==> config.mk <==
export PLATFORM = sky130hd
export DESIGN_NAME = adc_channel_scheduler
export DESIGN_NICKNAME = d
export VERILOG_FILES = /design/src/rtl/adc_channel_scheduler.sv
export SDC_FILE = /design/constraint.sdc
export NUM_CORES = 1
export LEC_CHECK = 0
export ABC_AREA = 1
export CELL_PAD_IN_SITES_DETAIL_PLACEMENT = 0
export CELL_PAD_IN_SITES_GLOBAL_PLACEMENT = 1
export CORE_MARGIN = 2
export CORE_UTILIZATION = 42
export CTS_BUF_LIST = sky130_fd_sc_hd__clkbuf_2
export DETAILED_ROUTE_END_ITERATION = 8
export PLACE_DENSITY_LB_ADDON = 0.1
export SLEW_MARGIN = 0
export SYNTH_ARGS = -nofsm -noshare
export SYNTH_HDL_FRONTEND = slang
export SYNTH_SLANG_ARGS = --single-unit
==> constraint.sdc <==
create_clock -name clk -period 3.55 [get_ports clk]
set_clock_uncertainty 0.15 [all_clocks]
set_input_delay 0.5325 -clock clk [delete_from_list [all_inputs] [get_ports clk]]
set_output_delay 0.5325 -clock clk [all_outputs]
set_load 0.01 [all_outputs]
==> src/rtl/adc_channel_scheduler.sv <==
// Shares one RC-slope ADC across NCH channels through an external analog mux.
// Each masked channel is discharged, ramp-counted against the comparator, then stored.
module adc_channel_scheduler #(
  parameter int N         = 8,
  parameter int NCH       = 4,
  parameter int DISCH_CYC = 120,
  parameter int TICK_DIV  = 18,
  localparam int SELW     = (NCH > 1) ? $clog2(NCH) : 1
) (
  input  logic              clk,
  input  logic              reset,
  input  logic              enable,
  input  logic [NCH-1:0]    ch_mask,
  input  logic              compared_value,
  output logic [SELW-1:0]   mux_sel,
  output logic              discharge,
  output logic              busy,
  output logic              sample_valid,
  output logic [SELW-1:0]   sample_ch,
  output logic [N-1:0]      sample_data,
  output logic              sample_ovf,
  output logic [NCH*N-1:0]  result,
  output logic              frame_done
);

  localparam int DW = $clog2(DISCH_CYC + 1);
  localparam int TW = $clog2(TICK_DIV + 1);
  localparam logic [N-1:0] FULL = {N{1'b1}};

  typedef enum logic [1:0] {IDLE = 2'd0, DISCH = 2'd1, CONV = 2'd2, STORE = 2'd3} state_t;

  state_t            state_r, state_next_s;
  logic              comp_meta_r, comp_s_r;
  logic [NCH-1:0]    mask_r, mask_next_s;
  logic [SELW-1:0]   mux_sel_r, mux_next_s;
  logic [DW-1:0]     disch_r, disch_next_s;
  logic [TW-1:0]     tick_r, tick_next_s;
  logic [N-1:0]      count_r, count_next_s;
  logic              store_s, ovf_s;
  logic [SELW:0]     first_s, higher_s;
  logic              discharge_r, busy_r, sample_valid_r, sample_ovf_r, frame_done_r;
  logic [SELW-1:0]   sample_ch_r;
  logic [N-1:0]      sample_data_r;
  logic [NCH*N-1:0]  result_r;

  // Lowest set bit of mask at index >= from; MSB of the return flags "found".
  function automatic logic [SELW:0] pick_bit(input logic [NCH-1:0] mask, input int from);
    logic [SELW:0] r;
    r = '0;
    for (int k = NCH - 1; k >= 0; k--) begin
      if (mask[k] && (k >= from)) r = {1'b1, SELW'(k)};
      else r = r;
    end
    return r;
  endfunction

  // Two-flop synchroniser for the asynchronous comparator output.
  always_ff @(posedge clk or posedge reset) begin
    if (reset) begin
      comp_meta_r <= 1'b0;
      comp_s_r    <= 1'b0;
    end else begin
      comp_meta_r <= compared_value;
      comp_s_r    <= comp_meta_r;
    end
  end

  // Next-state and counter control for the discharge/ramp/store sequence.
  always_comb begin
    state_next_s = state_r;
    mask_next_s  = mask_r;
    mux_next_s   = mux_sel_r;
    disch_next_s = disch_r;
    tick_next_s  = tick_r;
    count_next_s = count_r;
    store_s      = 1'b0;
    ovf_s        = 1'b0;
    first_s      = pick_bit(ch_mask, 0);
    higher_s     = pick_bit(mask_r, int'(mux_sel_r) + 1);
    case (state_r)
      IDLE: begin
        if (enable && first_s[SELW]) begin
          mask_next_s  = ch_mask;
          mux_next_s   = first_s[SELW-1:0];
          disch_next_s = '0;
          state_next_s = DISCH;
        end else begin
          state_next_s = IDLE;
        end
      end
      DISCH: begin
        if (disch_r == DW'(DISCH_CYC - 1)) begin
          state_next_s = CONV;
          count_next_s = '0;
          tick_next_s  = '0;
        end else begin
          disch_next_s = disch_r + DW'(1);
        end
      end
      CONV: begin
        // A comparator trip wins over a coinciding tick, so the count freezes.
        if (comp_s_r) begin
          state_next_s = STORE;
          store_s      = 1'b1;
        end else if (tick_r == TW'(TICK_DIV - 1)) begin
          tick_next_s = '0;
          if (count_r == FULL) begin
            state_next_s = STORE;
            store_s      = 1'b1;
            ovf_s        = 1'b1;
          end else begin
            count_next_s = count_r + N'(1);
          end
        end else begin
          tick_next_s = tick_r + TW'(1);
        end
      end
      STORE: begin
        disch_next_s = '0;
        if (higher_s[SELW]) begin
          mux_next_s   = higher_s[SELW-1:0];
          state_next_s = DISCH;
        end else if (enable && first_s[SELW]) begin
          mask_next_s  = ch_mask;
          mux_next_s   = first_s[SELW-1:0];
          state_next_s = DISCH;
        end else begin
          state_next_s = IDLE;
        end
      end
      default: state_next_s = IDLE;
    endcase
  end

  // State, counters and registered outputs; samples are captured on entry to STORE.
  always_ff @(posedge clk or posedge reset) begin
    if (reset) begin
      state_r        <= IDLE;
      mask_r         <= '0;
      mux_sel_r      <= '0;
      disch_r        <= '0;
      tick_r         <= '0;
      count_r        <= '0;
      discharge_r    <= 1'b1;
      busy_r         <= 1'b0;
      sample_valid_r <= 1'b0;
      sample_ch_r    <= '0;
      sample_data_r  <= '0;
      sample_ovf_r   <= 1'b0;
      result_r       <= '0;
      frame_done_r   <= 1'b0;
    end else begin
      state_r        <= state_next_s;
      mask_r         <= mask_next_s;
      mux_sel_r      <= mux_next_s;
      disch_r        <= disch_next_s;
      tick_r         <= tick_next_s;
      count_r        <= count_next_s;
      discharge_r    <= (state_next_s != CONV);
      busy_r         <= (state_next_s != IDLE);
      sample_valid_r <= store_s;
      frame_done_r   <= store_s && !higher_s[SELW];
      if (store_s) begin
        sample_ch_r                        <= mux_sel_r;
        sample_data_r                      <= count_r;
        sample_ovf_r                       <= ovf_s;
        result_r[int'(mux_sel_r)*N +: N]   <= count_r;
      end else begin
        sample_ch_r <= sample_ch_r;
      end
    end
  end

  assign mux_sel      = mux_sel_r;
  assign discharge    = discharge_r;
  assign busy         = busy_r;
  assign sample_valid = sample_valid_r;
  assign sample_ch    = sample_ch_r;
  assign sample_data  = sample_data_r;
  assign sample_ovf   = sample_ovf_r;
  assign result       = result_r;
  assign frame_done   = frame_done_r;

endmodule
After elaboration in Yosys (flattened, before gate mapping):

Index checks and enable logic that the tools add are counted.

* flip-flop bits (word level): 77
* latch bits: 0
* bits in writable memories: 0
* memory bits (read-only): 0
* input port bits: 8
* output and inout bits: 49
* word-level logic and storage cells: 97
* memories kept: 0

* add/sub/neg operators: 5
* multiply operators: 0
* div/mod/pow operators: 0
* $lt $le $gt $ge: 4
* equality and inequality tests: 14
* shift operators: 2
* mux-type cells: 40
* bitwise operators: 0
* reduce and logical (&&, ||, !) cells: 16

Operators with widths (count)
* 5-bit negator with 33-bit output: 1
* 8-bit by 33-bit variable shift with 32-bit output, first input constant: 1
* 8-bit by 33-bit indexed part select with 32-bit output: 1
* 32-bit bitwise mux: 1
* 8-bit two-way mux: 4
* 3-bit two-way mux: 8
* 7-bit case mux with 3 select lines: 1
* 2-bit != test, second input constant: 8
* 8-bit case mux with 2 select lines: 1
* 5-bit two-way mux: 3
* 2-bit two-way mux: 7
* 7-bit two-way mux: 2
* 5-bit case mux with 2 select lines: 1
* 8-bit by 1-bit adder with 8-bit output, second input constant: 1
* 8-bit equality test, second input constant: 1
* 4-bit two-way mux: 2
* 2-bit case mux with 4 select lines: 1
* 4-bit case mux with 2 select lines: 1
* 7-bit by 1-bit adder with 7-bit output, second input constant: 1
* 7-bit equality test, second input constant: 1
* 1-bit two-way mux: 7
* 1-bit by 3-bit >= comparator with 1-bit output, first input constant: 2
* 2-bit by 3-bit >= comparator with 1-bit output, first input constant: 2
* 1-bit logical AND: 6
* 13 further kinds: 17

Longest topological paths before layout:

Gate-level depths: netlist of run 1.

* depth in word-level cells: 10
* gate-level depth with buffers: 13
* depth with buffers taken out: 12

Least setup slack after synthesis of run 1:

No wires, ideal clock.

* kind: reg-to-reg
* start: register mux_sel_r[0], in the netlist mux_sel[0]
* end: register result_r[0], in the netlist result[0]
* data arrival time: 2.052 ns
* required time: 3.326 ns
* setup slack: 1.274 ns
* stages on the path, launching flop included: 7
* clock period less this slack: 2.276 ns
* path through: dfrtp_1 > clkbuf_1 > inv_1 > ha_1 > nor3b_1 > nand2_1 > o21ai_2

* word-level cells in the longest chain between the ends: 3
* elaborated cells on any way between the ends: 4
* those cells by class: add/sub: 1; shift: 2; mux: 1

Ends and longest elaborated chain
* start, declared: RTL line 35 `logic [SELW-1:0] mux_sel_r, mux_next_s;`
* start signal, assigned: RTL line 155 `mux_sel_r <= mux_next_s;`
* 5-bit negator with 33-bit output *: RTL line 167 `result_r[int'(mux_sel_r)*N +: N] <= count_r;`
* 8-bit by 33-bit indexed part select with 32-bit output / 8-bit by 33-bit variable shift with 32-bit output (equally long branches): RTL line 167
* 32-bit bitwise mux *: RTL line 167
* end signal, assigned by index: RTL line 167
* end, declared: RTL line 44 `logic [NCH*N-1:0] result_r;`

Every way passes the cells marked *; elsewhere a longest branch is shown, timed or not.
A chain may end at the register's enable or synchronous reset.

Worst setup path after layout of run 1:

* start: register mux_sel_r[0], in the netlist mux_sel[0]
* end: output port mux_sel[0]

RTL lines
* end, declared: RTL line 15 `output logic [SELW-1:0] mux_sel,`

No word-level cell between the ends.

==> flow_summary.ini, run 1 <==
[setup_path]
rr_startpoint = mux_sel[0]
crit_chain = clkdlybuf4s50_1
crit_path_top_delay_cell = dfrtp_1
critPathArrivalTime_ps = 1940
required_ps = 2870
cp_num_buf_inv = 1
crit_start = mux_sel[0]
worst_setup_path_start_kind = register
critPathKind = reg -> out
critical-path-max-stage-delay_ps = 750
cp_max_fo = 18
end_kind = output pin
cpLargestDelayFamily = flip-flops

[clocking]
cts.sinks = 77
cts_tree = built
insertion_delay_ps = 540
postCtsHoldBufs = 0
ctsResizeCount = 0
clockBufferDepth = 2
cts_setup_buffers = 0
cts_inserted_buffers = 9
ctsHtreeMaxLevel = 3
clk_pin_slew_ps = 240
cts-root-buf = clkbuf_2

[sta]
whs_ps = 154.3
tns_ps = 0
finalSetupViolCount = 0
period_minus_slack_ps = 2618
grt_setup_unrepaired = no
worst_pin_slew_ps = 906.7
finalHoldViolCount = 0
fmax_mhz = 382.0
fin_crit_sh = 0.7375
drv_slew = 0
slew_headroom = 0.3942

[yosys]
synth_edf_count = 0
syn-cell-area_sq_um = 3993
ys_seq_area_frac = 0.4829
ys_types = 32
syn-num-nets = 489
yosys_warnings = 0
yosys_register_bits = 77
synth_top_cells_by_area = dfrtp_1 48%, nand2_1 15%, o21ai_2 5.3%, ha_1 5.0%, inv_1 3.9%
synth_ff_type = dfrtp_1
async_reset_ff_frac = 1.000
syn_inst = 465
yosys.area.top_type = dfrtp_1
avgSynthCellArea_sq_um = 8.586
synth_top_area_frac = 0.4763

[detailed_routing]
vias = 3080
dr.pass1.iters = 4
wl_per_cell_um = 13.56
first_iter_violations = 123
drt-vias-per-instance = 4.695
drc = 0
top_layer_used = met4
wl_met3_um = 325
m1WireLength_um = 4166
drt_wl_total_um = 8894
dr_wl_met2_um = 4237
ant_nets = 0

[power_and_ir_drop]
peakVddDrop_mv = 0.1633
switching_share = 0.2322
leakagePower_nw = 2.306
internal-power_mw = 1.124
comb_power_share = 0.023
p_per_area_nw_per_um2 = 307.8
switching_power_uw = 340.1
clkPwrFrac = 0.376
p_seq_frac = 0.601

[floorplan]
io_pins = 57
core_area_sq_um = 9240
num_rows = 35
die_h_um = 101.5
initial_core_util = 0.4321
die-area_sq_um = 10300
chipWidth_um = 101.5

[finish]
diodes = 0
area_growth_pct = 19.15
instances_no_fill = 656
stdcell_area_sq_um = 4757
drive_above_1_share = 0.1290
fillCellCount = 907
final_nets = 546

[min_path]
worst_hold_path_type = in -> async

[grt]
grt_pass1_vias = 3088
gr-total-overflow = 0
grt_antenna_before_repair = 0
grt_max_degree = 29
grt_pass1_wl_um = 14870
track_usage = 0.1866

[job]
cap_violations = 0

[placement]
portBuffers = 56
globalplace.congestion = 0.8733
dp.cells = 640
placed_area_sq_um = 4619
dp_hpwl_um = 6478

[status]
status = finished, final reports clean
==> synth_stat cells, types with 2 or more instances <==
| library cell | count |
|---|---|
| a21oi_1 | 10 |
| buf_4 | 4 |
| buf_6 | 5 |
| dfrtp_1 | 76 |
| ha_1 | 16 |
| inv_1 | 41 |
| inv_2 | 2 |
| nand2_1 | 163 |
| nand2_2 | 10 |
| nand2_4 | 4 |
| nand3_1 | 25 |
| nand3_2 | 2 |
| nor2_1 | 28 |
| nor2_2 | 2 |
| nor2_4 | 3 |
| nor3_1 | 3 |
| o21a_1 | 2 |
| o21ai_0 | 19 |
| o21ai_1 | 4 |
| o21ai_2 | 24 |
| xnor2_1 | 3 |
| xor2_1 | 9 |
==> power by group through the flow <==
stage | logic (mW) | registers [mW] | clock network, mW
after CTS | 0.0354 | 0.880 | 0.567
after floorplan | 0.0177 | 0.895 | 0
after detailed placement | 0.0354 | 0.895 | 0
after global routing | 0.0397 | 0.881 | 0.608
final | 0.0336 | 0.880 | 0.550
after global placement | 0.0350 | 0.895 | 0
==> through the flow <==
stage / setup slack (ps) / utilization / power (mW)
floorplan: 902.5 / - / 0.9132
global placement: 989.3 / 0.4999 / 0.9304
detailed placement: 985.8 / 0.4999 / 0.9308
CTS: 902.9 / 0.5148 / 1.482
global route: 632.9 / 0.5148 / 1.529
finish: 932.0 / 0.5148 / 1.464
==> layout make-up <==
class	count	area (sq um)	share of cell area
Tap cell	129	161.4	0.03393
Clock inverter	6	87.58	0.01841
Clock buffer	10	50.05	0.01052
Sequential cell	77	1928	0.4053
Multi-Input combinational cell	333	1793	0.3769
Inverter	43	161.4	0.03393
Timing Repair Buffer	58	575.6	0.1210
==> cell families after synthesis <==
| family | after synthesis | share of synthesized area |
|---|---|---|
| simple gates | 244 | 0.2711 |
| flops | 77 | 0.4829 |
| compound gates | 61 | 0.1015 |
| buf+inv | 55 | 0.06800 |
| fa+ha+maj | 16 | 0.05014 |
| xor+xnor | 12 | 0.02633 |
==> final timing paths <==
path / to / slack [ps] / depth (start not counted)
max: mux_sel[0] / 930 / 1
min: result[11] / 150 / 2
max reg2reg: result[2] / 950 / 5
min reg2reg: comp_s_r / 220 / 0
max in group asynchronous: discharge / 2250 / 3
min in group clk: comp_s_r / 220 / 0
==> flip-flops by register name, summed over array words and instances, names as in the netlist, 2 cells and up <==
| name | count |
|---|---|
| count_r | 8 |
| disch_r | 7 |
| mask_r | 4 |
| mux_sel | 2 |
| result | 32 |
| sample_ch | 2 |
| sample_data | 8 |
| state_r | 2 |
| tick_r | 5 |
==> placed cells by master, fill, tap and decap left out, types with 16 or more instances in the layout <==
master / n
nand2_1: 163
dfrtp_1: 76
clkdlybuf4s50_1: 56
inv_1: 40
nor2_1: 28
nand3_1: 25
o21ai_2: 24
o21ai_0: 19
ha_1: 16
==> metal layers <==
metal / GRT usage / up-vias
li1: - / 1572
met1: 0.2427 / 1429
met2: 0.3102 / 67
met3: 0.03244 / 12
met4: 0.07277 / 0
met5: 0 / -
No activity file was read; power rests on OpenSTA's default activity.
==> inputs of run 2 (changes only) <==
Settings changed: CORE_UTILIZATION 42 to 38.
Clock period 3.55 ns to 2.16 ns, I/O delays scaled along.
==> flow_summary.ini, run 2 (synthesis gave the netlist of run 1 again) <==
[status]
status = finished, final reports clean

[sta]
drv_slew = 0
setup_slack_ps = 100.2
finalSetupViolCount = 0
finalHoldViolCount = 0
grt_setup_unrepaired = no
tns_ps = 0
slew_headroom = 0.7172
fin_crit_sh = 0.9536
period_minus_slack_ps = 2060
fmax_mhz = 485.5
worst_pin_slew_ps = 423.4

[floorplan]
io_pins = 57
num_rows = 37
die-area_sq_um = 11340
die_h_um = 106.5
core_area_sq_um = 10280
chipWidth_um = 106.5
initial_core_util = 0.3885

[clocking]
cts.sinks = 77
clk_pin_slew_ps = 210
cts_inserted_buffers = 9
cts_tree = built
insertion_delay_ps = 520
ctsHtreeMaxLevel = 3
cts-root-buf = clkbuf_2
clockBufferDepth = 2

[placement]
dp_hpwl_um = 6677
place_worst_setup_slack_ps = 119.7
globalplace.congestion = 0.7778
portBuffers = 56

[power_and_ir_drop]
peakVddDrop_mv = 0.2849
p_per_area_nw_per_um2 = 511.0
leakagePower_nw = 2.455

[setup_path]
cp_num_buf_inv = 1
worst_setup_path_start_kind = register
cpLargestDelayFamily = flip-flops
crit_path_top_delay_cell = dfstp_2
critPathKind = reg -> out
crit_chain = clkdlybuf4s50_1
end_kind = output pin
critical-path-max-stage-delay_ps = 560
required_ps = 1690
cp_max_fo = 1
critPathArrivalTime_ps = 1590

[detailed_routing]
vias = 3176
drt_wl_total_um = 8897
dr.pass1.iters = 4
ant_nets = 0
wl_per_cell_um = 12.91
drt-vias-per-instance = 4.610
drc = 0
first_iter_violations = 111

[finish]
final_core_util = 0.4895
area_growth_pct = 26.01
most-common-layout-cells = 163 x nand2_1, 75 x dfrtp_1, 56 x clkdlybuf4s50_1
drive_above_1_share = 0.1754
fillCellCount = 1052
final_nets = 572
diodes = 0
final_common_cell = nand2_1
largest_reg_flops = 32

[grt]
track_usage = 0.1701
grt_max_degree = 35
gr-total-overflow = 0
grt_antenna_before_repair = 0
grt_pass1_vias = 3028
grt_pass1_wl_um = 15170

[job]
cap_violations = 0

[min_path]
worst_hold_path_type = in -> reg
## run 2: repair_timing
item                                    CTS  global route
hold endpoints to repair                 16             0
hold buffers                              1             0
endpoints found under the setup margin    0             8
setup buffers                             0             1
gates resized for setup                   0             3
## run 2: final cells by class
type                            count  area (sq um)  share of cell area
Clock buffer                        9         45.04            0.008953
Timing Repair Buffer               84         798.3              0.1587
Multi-Input combinational cell    333          1800              0.3579
Inverter                           43         165.2             0.03283
Clock inverter                      7         122.6             0.02437
Sequential cell                    77          1929              0.3835
Tap cell                          136         170.2             0.03382
## run 2: power by group
part,switching (mW),internal [mW]
clock network,0.554,0.507
registers,0.000941,1.45
logic,0.0398,0.0233
## run 2: worst paths after layout
check / from / slack, ps / cells after the start / end
max: discharge / 100 / 1 / discharge
min in group asynchronous: reset / 520 / 3 / sample_ch[0]
max in group asynchronous: reset / 780 / 4 / discharge
max reg2reg: state_r[0] / 210 / 9 / count_r[2]
min reg2reg: comp_meta_r / 230 / 0 / comp_s_r
min: compared_value / 80 / 1 / comp_meta_r
## run 2: routing by layer
metal	track usage	vias up	part of all wire
li1	-	1631	-
met1	0.2403	1476	0.50
met2	0.2628	58	0.45
met3	0.03066	11	0.038
met4	0.06030	0	0.014
met5	0	-	0
## run 2: stage by stage
| step | cells | hold WS (ps) | power (mW) | cell area [sq um] |
|---|---|---|---|---|
| after floorplan | 465 | 181.2 | 1.501 | 4003 |
| after global placement | 671 | 184.7 | 1.538 | 4842 |
| after detailed placement | 671 | 184.7 | 1.536 | 4842 |
| after CTS | 688 | 33.93 | 2.612 | 5020 |
| after global routing | 689 | 12.18 | 2.684 | 5031 |
| final | 689 | 78.05 | 2.571 | 5031 |
==> inputs of run 3 (changes only) <==
Settings changed: GPL_TIMING_DRIVEN set to 0, REMOVE_ABC_BUFFERS set to 1.
==> flow_summary.ini, run 3 (synthesis gave the netlist of run 1 again) <==
[finish]
multi_input_area_sq_um = 1832
area_growth_pct = 24.04
stdcell_area_sq_um = 4952
diodes = 0
final_nets = 561
most-common-layout-cells = 163 x nand2_1, 72 x dfrtp_1, 56 x clkdlybuf4s50_1
ff_latch_area_sq_um = 1933
fillCellCount = 1043
largest_reg_flops = 32
final_common_cell = nand2_1
drive_above_1_share = 0.1701
final_core_util = 0.4819

[clocking]
cts-root-buf = clkbuf_2
insertion_delay_ps = 510
clk_pin_slew_ps = 210
cts_tree = built
cts_inserted_buffers = 9
cts.sinks = 77
ctsHtreeMaxLevel = 3
clockBufferDepth = 2

[grt]
grt_pass1_wl_um = 15120
grt_max_degree = 56
grt_pass1_vias = 3044
grt_antenna_before_repair = 0
track_usage = 0.1693
gr-total-overflow = 0

[floorplan]
chipWidth_um = 106.5
num_rows = 37
io_pins = 57
die-area_sq_um = 11340
initial_core_util = 0.3885
die_h_um = 106.5
core_area_sq_um = 10280

[status]
status = finished, final reports clean

[setup_path]
crit_path_top_delay_cell = dfstp_2
crit_start = discharge
critical-path-max-stage-delay_ps = 560
r2r_setup_slack_ps = 170
worstSetupEndpoint = discharge
reg2reg_to = disch_r[1]
rr_worst_depth = 8
end_kind = output pin
crit_chain = clkdlybuf4s50_1
cpLargestDelayFamily = flip-flops
rr_startpoint = state_r[1]
required_ps = 1690
cp_num_buf_inv = 1
critPathKind = reg -> out
critPathArrivalTime_ps = 1570
worst-path-stages = 1
cp_max_fo = 1
worst_setup_path_start_kind = register

[detailed_routing]
drt-vias-per-instance = 4.659
drt_wl_total_um = 9140
first_iter_violations = 169
wl_per_cell_um = 13.50
drc = 0
vias = 3154
ant_nets = 0
dr.pass1.iters = 4

[placement]
dp_hpwl_um = 6276
placed_area_sq_um = 4643
place_worst_setup_slack_ps = -514.7
portBuffers = 56
globalplace.congestion = 0.8167

[sta]
tns_ps = 0
drv_slew = 0
slew_headroom = 0.6453
grt_setup_unrepaired = no
finalSetupViolCount = 0
setup_slack_ps = 117.9
fmax_mhz = 489.7
finalHoldViolCount = 0
fin_crit_sh = 0.9454
period_minus_slack_ps = 2042
worst_pin_slew_ps = 530.2

[power_and_ir_drop]
peakVddDrop_mv = 0.2686
leakagePower_nw = 2.371
power.total_mw = 2.415
p_per_area_nw_per_um2 = 487.7

[job]
cap_violations = 0

[min_path]
worst_hold_path_type = in -> reg
## run 3: layer usage
| layer | GRT usage | routed length (um) | up-vias |
|---|---|---|---|
| li1 | - | - | 1613 |
| met1 | 0.2320 | 4455 | 1472 |
| met2 | 0.2743 | 4285 | 58 |
| met3 | 0.02146 | 280 | 11 |
| met4 | 0.06494 | 118 | 0 |
| met5 | 0 | 0 | - |
## run 3: worst min path at each step
stage / to / startpoint / cells past startpoint / slack [ps]
after floorplan: comp_s_r / comp_meta_r / 0 / 180
after global placement: comp_s_r / comp_meta_r / 0 / 180
after detailed placement: comp_s_r / comp_meta_r / 0 / 190
after CTS: comp_meta_r / compared_value / 1 / 40
after global routing: comp_meta_r / compared_value / 1 / 50
final: comp_meta_r / compared_value / 1 / 90
## run 3: through the flow
stage	hold slack (ps)	std cells
after floorplan	181.2	453
after global placement	183.8	645
after detailed placement	186.5	646
after CTS	35.67	669
after global routing	52.15	677
final	91.70	677
## run 3: cell type report
type,instances,share of cell area
clock buffers,9,0.009096
clock inverters,6,0.01794
inverters,43,0.03386
multi-input cells,334,0.3699
flip-flops and latches,77,0.3903
well taps,136,0.03436
repair buffers,72,0.1445
## run 3: repair_timing
action	4_1_cts	5_1_grt
resized for setup	6	7
buffers inserted	7	7
pin swaps	2	1
gates cloned	0	1
hold endpoints to repair	21	0
setup endpoints to repair	65	41
hold buffers	1	0
## run 3: power by group
part	internal [mW]	switching (mW)	total, mW	leakage (nW)
Sequential	1.45	0.000899	1.45	1.02
Combinational	0.0213	0.0397	0.0610	1.27
Clock	0.376	0.532	0.907	0.0740
